`src/rtl/pll_pkg.sv`:
```
// Shared state encoding, trim reset value and default wait times for the PLL sequencer.
// Latency: n/a (definitions only).
// Backpressure: n/a.
package pll_pkg;

    typedef enum logic [2:0] {
        ST_OFF       = 3'd0,
        ST_BIAS      = 3'd1,
        ST_CP        = 3'd2,
        ST_LOCKING   = 3'd3,
        ST_READY     = 3'd4,
        ST_STOP_VCO  = 3'd5,
        ST_STOP_CP   = 3'd6,
        ST_STOP_BIAS = 3'd7
    } pll_state_t;

    localparam int          CNT_W_DEF     = 16;
    localparam int          BIAS_WAIT_DEF = 16;
    localparam int          CP_WAIT_DEF   = 8;
    localparam int          LOCK_WAIT_DEF = 512;
    localparam logic [3:0]  TRIM_RST_DEF  = 4'b0100;

endpackage

```
`src/rtl/pll_wait_counter.sv`:
```
// Saturating wait counter with clear; done flags the last cycle of an N-cycle wait.
// Latency: clear takes effect on the next edge; done is combinational from count.
// Backpressure: none.
module pll_wait_counter #(
    parameter int CNT_W = 16
) (
    input  logic             clk,
    input  logic             rst,
    input  logic             clr,
    input  logic             en,
    input  logic [CNT_W-1:0] limit,
    output logic             done
);

    logic [CNT_W-1:0] count;

    always_ff @(posedge clk or posedge rst) begin
        if (rst) begin
            count <= '0;
        end else if (clr) begin
            count <= '0;
        end else if (en && (count != '1)) begin
            count <= count + 1'b1;
        end
    end

    // count==limit-1 is the Nth cycle spent in the state
    assign done = (count == (limit - 1'b1));

endmodule

```
`src/rtl/pll_sequencer.sv`:
```
// PLL power-up/lock/shutdown sequencer driving bias, charge pump, VCO, trim and clock select.
// Latency: all outputs registered; clk_sel lags pll_ready/bypass by one cycle.
// Backpressure: none; enable is a level request, trim_we a one-cycle strobe.
module pll_sequencer
    import pll_pkg::*;
#(
    parameter int         CNT_W     = CNT_W_DEF,
    parameter int         BIAS_WAIT = BIAS_WAIT_DEF,
    parameter int         CP_WAIT   = CP_WAIT_DEF,
    parameter int         LOCK_WAIT = LOCK_WAIT_DEF,
    parameter logic [3:0] TRIM_RST  = TRIM_RST_DEF
) (
    input  logic       CLK,
    input  logic       RESET,
    input  logic       enable,
    input  logic       bypass,
    input  logic       trim_we,
    input  logic [3:0] trim_wdata,
    output logic       bias_en,
    output logic       EN_CP,
    output logic       EN_VCO,
    output logic [3:0] B,
    output logic       pll_ready,
    output logic       clk_sel,
    output logic [2:0] state
);

    localparam logic [CNT_W-1:0] BIAS_LIM = CNT_W'(BIAS_WAIT);
    localparam logic [CNT_W-1:0] CP_LIM   = CNT_W'(CP_WAIT);
    localparam logic [CNT_W-1:0] LOCK_LIM = CNT_W'(LOCK_WAIT);

    pll_state_t       state_q;
    pll_state_t       state_nxt;
    logic             restart;
    logic             cnt_clr;
    logic             wait_done;
    logic [CNT_W-1:0] wait_lim;
    logic             bias_nxt;
    logic             cp_nxt;
    logic             vco_nxt;
    logic             ready_nxt;
    logic             sel_nxt;

    pll_wait_counter #(.CNT_W(CNT_W)) u_wait (
        .clk   (CLK),
        .rst   (RESET),
        .clr   (cnt_clr),
        .en    (1'b1),
        .limit (wait_lim),
        .done  (wait_done)
    );

    always_comb begin
        wait_lim = CNT_W'(1);
        case (state_q)
            ST_BIAS:    wait_lim = BIAS_LIM;
            ST_CP:      wait_lim = CP_LIM;
            ST_LOCKING: wait_lim = LOCK_LIM;
            default:    wait_lim = CNT_W'(1);
        endcase
    end

    always_comb begin
        state_nxt = state_q;
        restart   = 1'b0;
        case (state_q)
            ST_OFF:       if (enable) state_nxt = ST_BIAS;
            ST_BIAS: begin
                if (!enable)        state_nxt = ST_STOP_VCO;
                else if (wait_done) state_nxt = ST_CP;
            end
            ST_CP: begin
                if (!enable)        state_nxt = ST_STOP_VCO;
                else if (wait_done) state_nxt = ST_LOCKING;
            end
            ST_LOCKING: begin
                if (!enable)        state_nxt = ST_STOP_VCO;
                else if (trim_we)   restart   = 1'b1;
                else if (wait_done) state_nxt = ST_READY;
            end
            ST_READY: begin
                if (!enable)        state_nxt = ST_STOP_VCO;
                else if (trim_we)   state_nxt = ST_LOCKING;
            end
            ST_STOP_VCO:  state_nxt = ST_STOP_CP;
            ST_STOP_CP:   state_nxt = ST_STOP_BIAS;
            ST_STOP_BIAS: state_nxt = ST_OFF;
            default:      state_nxt = ST_OFF;
        endcase
        cnt_clr = restart | (state_nxt != state_q);

        // Enables rise on entry to their stage and hold until their own STOP step is left
        bias_nxt  = (state_nxt == ST_BIAS) | (bias_en & (state_nxt != ST_OFF));
        cp_nxt    = (state_nxt == ST_CP) |
                    (EN_CP & (state_nxt inside {ST_CP, ST_LOCKING, ST_READY, ST_STOP_VCO, ST_STOP_CP}));
        vco_nxt   = (state_nxt == ST_LOCKING) |
                    (EN_VCO & (state_nxt inside {ST_LOCKING, ST_READY, ST_STOP_VCO}));
        ready_nxt = (state_nxt == ST_READY);
        // Rising edge follows pll_ready by a cycle; leaving READY drops it at once
        sel_nxt   = pll_ready & ~bypass & ready_nxt;
    end

    always_ff @(posedge CLK or posedge RESET) begin
        if (RESET) begin
            state_q   <= ST_OFF;
            bias_en   <= 1'b0;
            EN_CP     <= 1'b0;
            EN_VCO    <= 1'b0;
            pll_ready <= 1'b0;
            clk_sel   <= 1'b0;
            B         <= TRIM_RST;
        end else begin
            state_q   <= state_nxt;
            bias_en   <= bias_nxt;
            EN_CP     <= cp_nxt;
            EN_VCO    <= vco_nxt;
            pll_ready <= ready_nxt;
            clk_sel   <= sel_nxt;
            if (trim_we) B <= trim_wdata;
        end
    end

    assign state = state_q;

endmodule

```
`config.mk`:
```
export PLATFORM = sky130hd
export DESIGN_NAME = pll_sequencer
export DESIGN_NICKNAME = d
export VERILOG_FILES = /design/src/rtl/pll_pkg.sv /design/src/rtl/pll_wait_counter.sv /design/src/rtl/pll_sequencer.sv
export SDC_FILE = /design/constraint.sdc
export NUM_CORES = 1
export LEC_CHECK = 0
export ABC_CLOCK_PERIOD_IN_PS = 3300
export BUFFER_PORTS_ARGS = -buffer_cell sky130_fd_sc_hd__clkbuf_2
export CAP_MARGIN = 20
export CORE_UTILIZATION = 45
export DETAILED_ROUTE_END_ITERATION = 6
export REMOVE_ABC_BUFFERS = 1
export SYNTH_ARGS = -nofsm -noshare
export SYNTH_HDL_FRONTEND = slang
export SYNTH_SLANG_ARGS = --single-unit
```
`constraint.sdc`:
```
create_clock -name CLK -period 3.3 [get_ports CLK]
set_input_delay 0.165 -clock CLK [delete_from_list [all_inputs] [get_ports CLK]]
set_output_delay 0.165 -clock CLK [all_outputs]
set_load 0.02 [all_outputs]
```
; ---- Word-level counts from Yosys, hierarchy flattened
; Index checks and enable logic that the tools add are counted.
[totals]
register_bits = 28
input_bits = 9
wordCells = 58
[op_classes]
add_sub_neg = 2
eq_ne = 16
mux = 17
bitwise = 10
reduce_logical = 5
[op_table]
columns = operator, n
row1 = $mux 16, 2
row2 = $mux 3, 10
row3 = $pmux 10 s3, 1
row4 = $pmux 3 s8, 1
row5 = $eq 3x3->1 const B, 7
row6 = $add 16x1->16 const B, 1
row7 = $eq 16x16->1, 1
row8 = $ne 16x16->1 const B, 1
row9 = $eq 3x2->1 const B, 4
row10 = $sub 10x1->11 const B, 1
row11 = $eq 3x1->1 const B, 2
row12 = $reduce_bool 3->1, 2
row13 = $and 1x1->1, 5
row14 = $reduce_bool 5->1, 1
row15 = $or 1x1->1, 4
row16 = $logic_not 3->1, 1
row17 = $mux 1, 3
row18 = $ne 3x3->1, 1
row19 = $reduce_bool 2->1, 1
row20 = $not 1->1, 1

; ---- Longest topological paths before layout
[logic_depth]
depth_word = 12
depth_mapped = 10
ltp_nobuf = 8

; ---- Modules after synthesis
; A second synthesis with hierarchy kept.
[unflattened]
hier_cells = 237
area_unflattened_um2 = 2183.3
[by_module_without_submodules]
columns = mod, instances, cells_each, area_each_um2, seq_area_each_um2
row1 = pll_wait_counter, 1, 159, 1348.8, 400.4
row2 = pll_sequencer, 1, 78, 834.6, 301.5

; ---- Worst setup path after synthesis
; No wires, ideal clock.
[synth_path]
path_type = reg-to-reg
startpoint = register state_q[2] (netlist: state[2])
endpoint = register clk_sel
setup_ps = 133
t_arrival_ps = 2225
setup_slack_ps = 942
path_stages_with_launch = 10
path_cell_list = dfrtp_1 buf_6 clkinv_1 a21oi_1 or3_1 buf_2 or2_4 a211o_1 a221oi_4 nor4_2
[synth_via]
elab_chain_cells = 10
elab_cells_between_ends = 24
cone_classes = 1 x add/sub / 9 x eq/ne / 12 x mux / 1 x bitwise / 1 x reduce/logical
[synth_rtl]
columns = element, line
row1 = start: declaration, pll_sequencer.sv:32  ; pll_state_t state_q;
row2 = start signal: assignment, pll_sequencer.sv:113  ; state_q <= state_nxt;
row3 = $eq 3x2->1 or $eq 3x1->1 (tied branches), "pll_sequencer.sv:55, pll_sequencer.sv:66"
row4 = $pmux 10 s3, pll_sequencer.sv:55  ; case (state_q)
row5 = $sub 10x1->11, pll_wait_counter.sv:28  ; assign done = (count == (limit - 1'b1));
row6 = $eq 16x16->1, pll_wait_counter.sv:28
row7 = $mux 3, pll_sequencer.sv:79  ; else if (wait_done) state_nxt = ST_READY;
row8 = $mux 3, pll_sequencer.sv:78  ; else if (trim_we) restart = 1'b1;
row9 = $mux 3, pll_sequencer.sv:77  ; if (!enable) state_nxt = ST_STOP_VCO;
row10 = $pmux 3 s8 (*), pll_sequencer.sv:66  ; case (state_q)
row11 = via state_nxt[0], pll_sequencer.sv:33  ; pll_state_t state_nxt;
row12 = $eq 3x3->1 (*), pll_sequencer.sv:98  ; ready_nxt = (state_nxt == ST_READY);
row13 = $and 1x1->1 (*), pll_sequencer.sv:100  ; sel_nxt = pll_ready & ~bypass & ready_nxt;
row14 = via sel_nxt, pll_sequencer.sv:42  ; logic sel_nxt;
row15 = end signal: assignment, pll_sequencer.sv:118  ; clk_sel <= sel_nxt;
row16 = end: declaration, pll_sequencer.sv:24  ; output logic clk_sel,
; The timed path passes the listed nets; every way through them passes the cells marked *.
; A chain may end at the register's enable or synchronous reset.

; ---- Final worst setup path
[layout_path]
startpoint = register state_q[0] (netlist: state[0])
endpoint = register u_wait.count[5]
[layout_via]
elab_chain_cells = 11
elab_cells_between_ends = 27
cone_classes = 1 x add/sub / 9 x eq/ne / 14 x mux / 1 x bitwise / 2 x reduce/logical
[layout_rtl]
columns = element, line
row1 = $eq 3x2->1 or $eq 3x1->1 (tied branches), "pll_sequencer.sv:55, pll_sequencer.sv:66"
row2 = $pmux 10 s3, pll_sequencer.sv:55
row3 = $sub 10x1->11, pll_wait_counter.sv:28
row4 = $eq 16x16->1, pll_wait_counter.sv:28
row5 = $mux 3, pll_sequencer.sv:79
row6 = $mux 3, pll_sequencer.sv:78
row7 = $mux 3, pll_sequencer.sv:77
row8 = $pmux 3 s8, pll_sequencer.sv:66
row9 = $ne 3x3->1, pll_sequencer.sv:90  ; cnt_clr = restart | (state_nxt != state_q);
row10 = $or 1x1->1 (*), pll_sequencer.sv:90
row11 = $mux 16 or $reduce_bool 2->1 (tied branches), -
row12 = end signal: assignment, pll_wait_counter.sv:23  ; count <= count + 1'b1;
row13 = end: declaration, pll_wait_counter.sv:15  ; logic [CNT_W-1:0] count;
; Every way passes the cells marked *; elsewhere a longest branch is shown, timed or not.

==> results.md <==
* Drt pass-1 iters at 4
* Sequential Area at approximately 700 sq um
* Total of max-cap violations at 0
* Total CTS buffers at 3
* Crit path largest cell delay at 0.63 ns
* CTS tree: done
* Period utilization at approximately four fifths
* Finished Core Util at between 50% and 60%
* H-tree levels at 1
* Endpoints failing hold at 0
* Standard-cell rows at 22
* Synth top area share at 39.0%
* Nets at around 210
* Most used cell, CP: a21oi_1
* Startpoint Class: register
* Chip width at around 64 um
* Drt wl/cell at 14.6 um
* Detail Placement HPWL at 2.65 mm
* Outcome: complete, no violations
* Footprint of the multi-input gates at 896 sq um
* Data arrival, critical path at 2.81 ns
* Worst path bufs/invs at 0
* Cell Count, Final, Fillers Out at ~250
* Post-synthesis sequential area ratio at 40.5%
* Crit-path cells: or2_2 -> a21oi_1 -> or3_1 -> o311ai_0 -> a21oi_1 -> nor3_4 -> nor3_1
* Total Neg Setup Slack at 0 ns
* I/O Buffers at 20
* Post-synth top cells: 27 x dfrtp_1, 25 x nor3_1, 13 x nor2_1
* Cells on worst reg2reg path at 7
* First DRT Iteration DRCs at 68
* RR Startpoint: state[0]$_DFF_PP0_
* Largest net degree at the start of global routing at 29
* Antenna Cells at 0
* Post-CTS Setup Bufs at 0
* Setup Viol. Count Final at 0
* Setup CP Type: reg -> reg
* Final WL at 3.57 mm
* Clk buf depth at 2
* Element type at the critical path end: register
* Critical path's top delay family: simple AND/OR/NAND/NOR gates
* Post-synthesis async set-or-reset flop share at 100%
* First-pass GRT wire length at 6.14 mm
* Sink of the worst hold path: B[3]$_DFFE_PP0P_
* Hold path depth at 2
* Cell with the most instances after synthesis: dfrtp_1
* Die footprint at around 0.004 sq mm
* Period minus WS final at 2.69 ns
* CTS Sinks at 28
* GPL Wtd Cong at around 0.83
* I/O pin cnt at 21
* Post-route ant nets at 0
* Primary FF master, synth: dfrtp_1
* Min-delay worst type: in -> reg
* Root Driver: clkbuf_8
* Crit-path max FO at 14
* Clk_skew at 0.00939 ns
* Gr ovfl total at 0
* Vias in the first global route at about 1.3k
* DR vias/cell at 5.58
* Final Max Tran Viols at 0
* Synthesized area at 0.00173 sq mm
* Pwr dens at 718 mW/mm^2
* RSZ-0062 raised after global routing: false
* Syn. warnings at 0
* Reg2reg setup slack at ~0.61 ns
* Area Overhead vs Synth at 9.82%
* Placed Instances at between 200 and 250
* Critical path's slowest cell: dfrtp_1
* Flops & latches, synth at 28
* Starting density of the core at 47.0%
* Main area contributors after synthesis: dfrtp_1 39%, nor3_1 7.2%, xnor2_1 5.1%
* Cell variety after synth at 53
* Hold path startpoint: trim_wdata[3]
* Worst hold margin at 0.112 ns
* Core ar. at 0.00369 sq mm
* Initial antenna violation count at 0
* Insertion delay to the later sink of the worst-skew pair at 0.28 ns
* Via Count at 1366
* Filler cell count in the final layout at around 350
* Leakage at between 0.0007 and 0.0008 uW
* VDD IR max at 0.362 mV
* Fmax achieved at 372 MHz
* EDFF count, synth at 0
* Post-synth top area cell: dfrtp_1
* Die Ht at about 64 um
* Syn Inst Count at 180
* WP data required at approximately 3.4 ns
* Mean Syn Cell Area at 9.63 sq um
* Worst slew margin at between 30% and 40%
* Crit Reg-Reg Endpoint: u_wait.count[5]$_DFFE_PP0P_
* Remaining routing DRC violations at 0
* Share of cells above drive strength 1 at 23.9%
* Clk pin slew, worst setup/hold paths at 0.10 ns
* Gr usage total at between 10% and 20%
* Worst-Margin Slew at just over 0.9 ns
-- flip-flops by register name, indices dropped and copies added, names as in the netlist --
signal,count
bias_en,1
EN_CP,1
state,3
B,4
clk_sel,1
u_wait.count,16
pll_ready,1
EN_VCO,1
-- metrics by stage --
| stage | total power, uW | cell area (sq um) | setup slack (ns) |
|---|---|---|---|
| floorplan | 980 | 1640 | 0.872 |
| global placement | 1150 | 1810 | 0.706 |
| detailed placement | 1150 | 1810 | 0.609 |
| CTS | 1370 | 1870 | 0.610 |
| global route | 1470 | 1900 | 0.387 |
| finish | 1370 | 1900 | 0.611 |
-- final cells by class --
type | count | share of cell area [%]
Multi-Input combinational cell | 130 | 47.1
Sequential cell | 28 | 36.9
Timing Repair Buffer | 23 | 7.63
Tap cell | 48 | 3.16
Clock buffer | 4 | 2.89
Inverter | 12 | 2.37
-- metal layers --
metal | track usage, % | vias up | share of wire [%] | routed length, um
li1 | - | 683 | - | -
met1 | 26.9 | 657 | 52 | 1850
met2 | 29.9 | 21 | 44 | 1570
met3 | 3.21 | 5 | 2.7 | 97
met4 | 7.95 | 0 | 1.3 | 45
met5 | 0 | - | 0 | 0
-- worst max-delay path by stage --
stage,start,endpoint,depth (start not counted)
finish,state[0]$_DFF_PP0_,u_wait.count[5]$_DFFE_PP0P_,7
global route,state[0]$_DFF_PP0_,u_wait.count[1]$_DFFE_PP0P_,7
CTS,state[0]$_DFF_PP0_,u_wait.count[5]$_DFFE_PP0P_,7
detailed placement,state[0]$_DFF_PP0_,u_wait.count[5]$_DFFE_PP0P_,7
global placement,state[0]$_DFF_PP0_,u_wait.count[15]$_DFFE_PP0P_,7
floorplan,state[0]$_DFF_PP0_,clk_sel$_DFF_PP0_,7
-- cells in the final DEF (no fill, tap or decap), types with 4 or more instances in the layout --
cell and n:
a21oi_1 7, dfrtp_1 27, mux2_2 4, inv_1 10, nand3_1 10, clkbuf_2 20
nor2_1 13, nor3_1 25, xnor2_1 10, nand2_1 9, clkbuf_8 4, nor4_1 5
o21ai_0 6
-- worst reg2reg max path: cells and delay by family, from the launching register on --
kind             cells  cell delay, ns
flip-flops           1            0.63
AND/OR/NAND/NOR      4            1.30
AO/OA/AOI/OAI        3            0.60
-- where the power goes --
part	internal, uW	switching, uW
combinational	241	424
sequential	394	93.9
clock	107	106
-- logic make-up after synthesis --
family | synth area share, %
muxes | 3.75
xor gates and xnor gates | 5.56
buffers and inverters | 7.80
adders and majority gates | 0.722
DFF | 40.5
AOI/OAI and AO/OA | 14.2
and+or+nand+nor | 27.4
-- timing repair --
| action | in CTS | in global routing |
|---|---|---|
| gates resized for setup | 0 | 0 |
| hold endpoints to repair | 0 | 9 |
| hold buffers | 0 | 1 |
(Power assumes the default switching activity.)
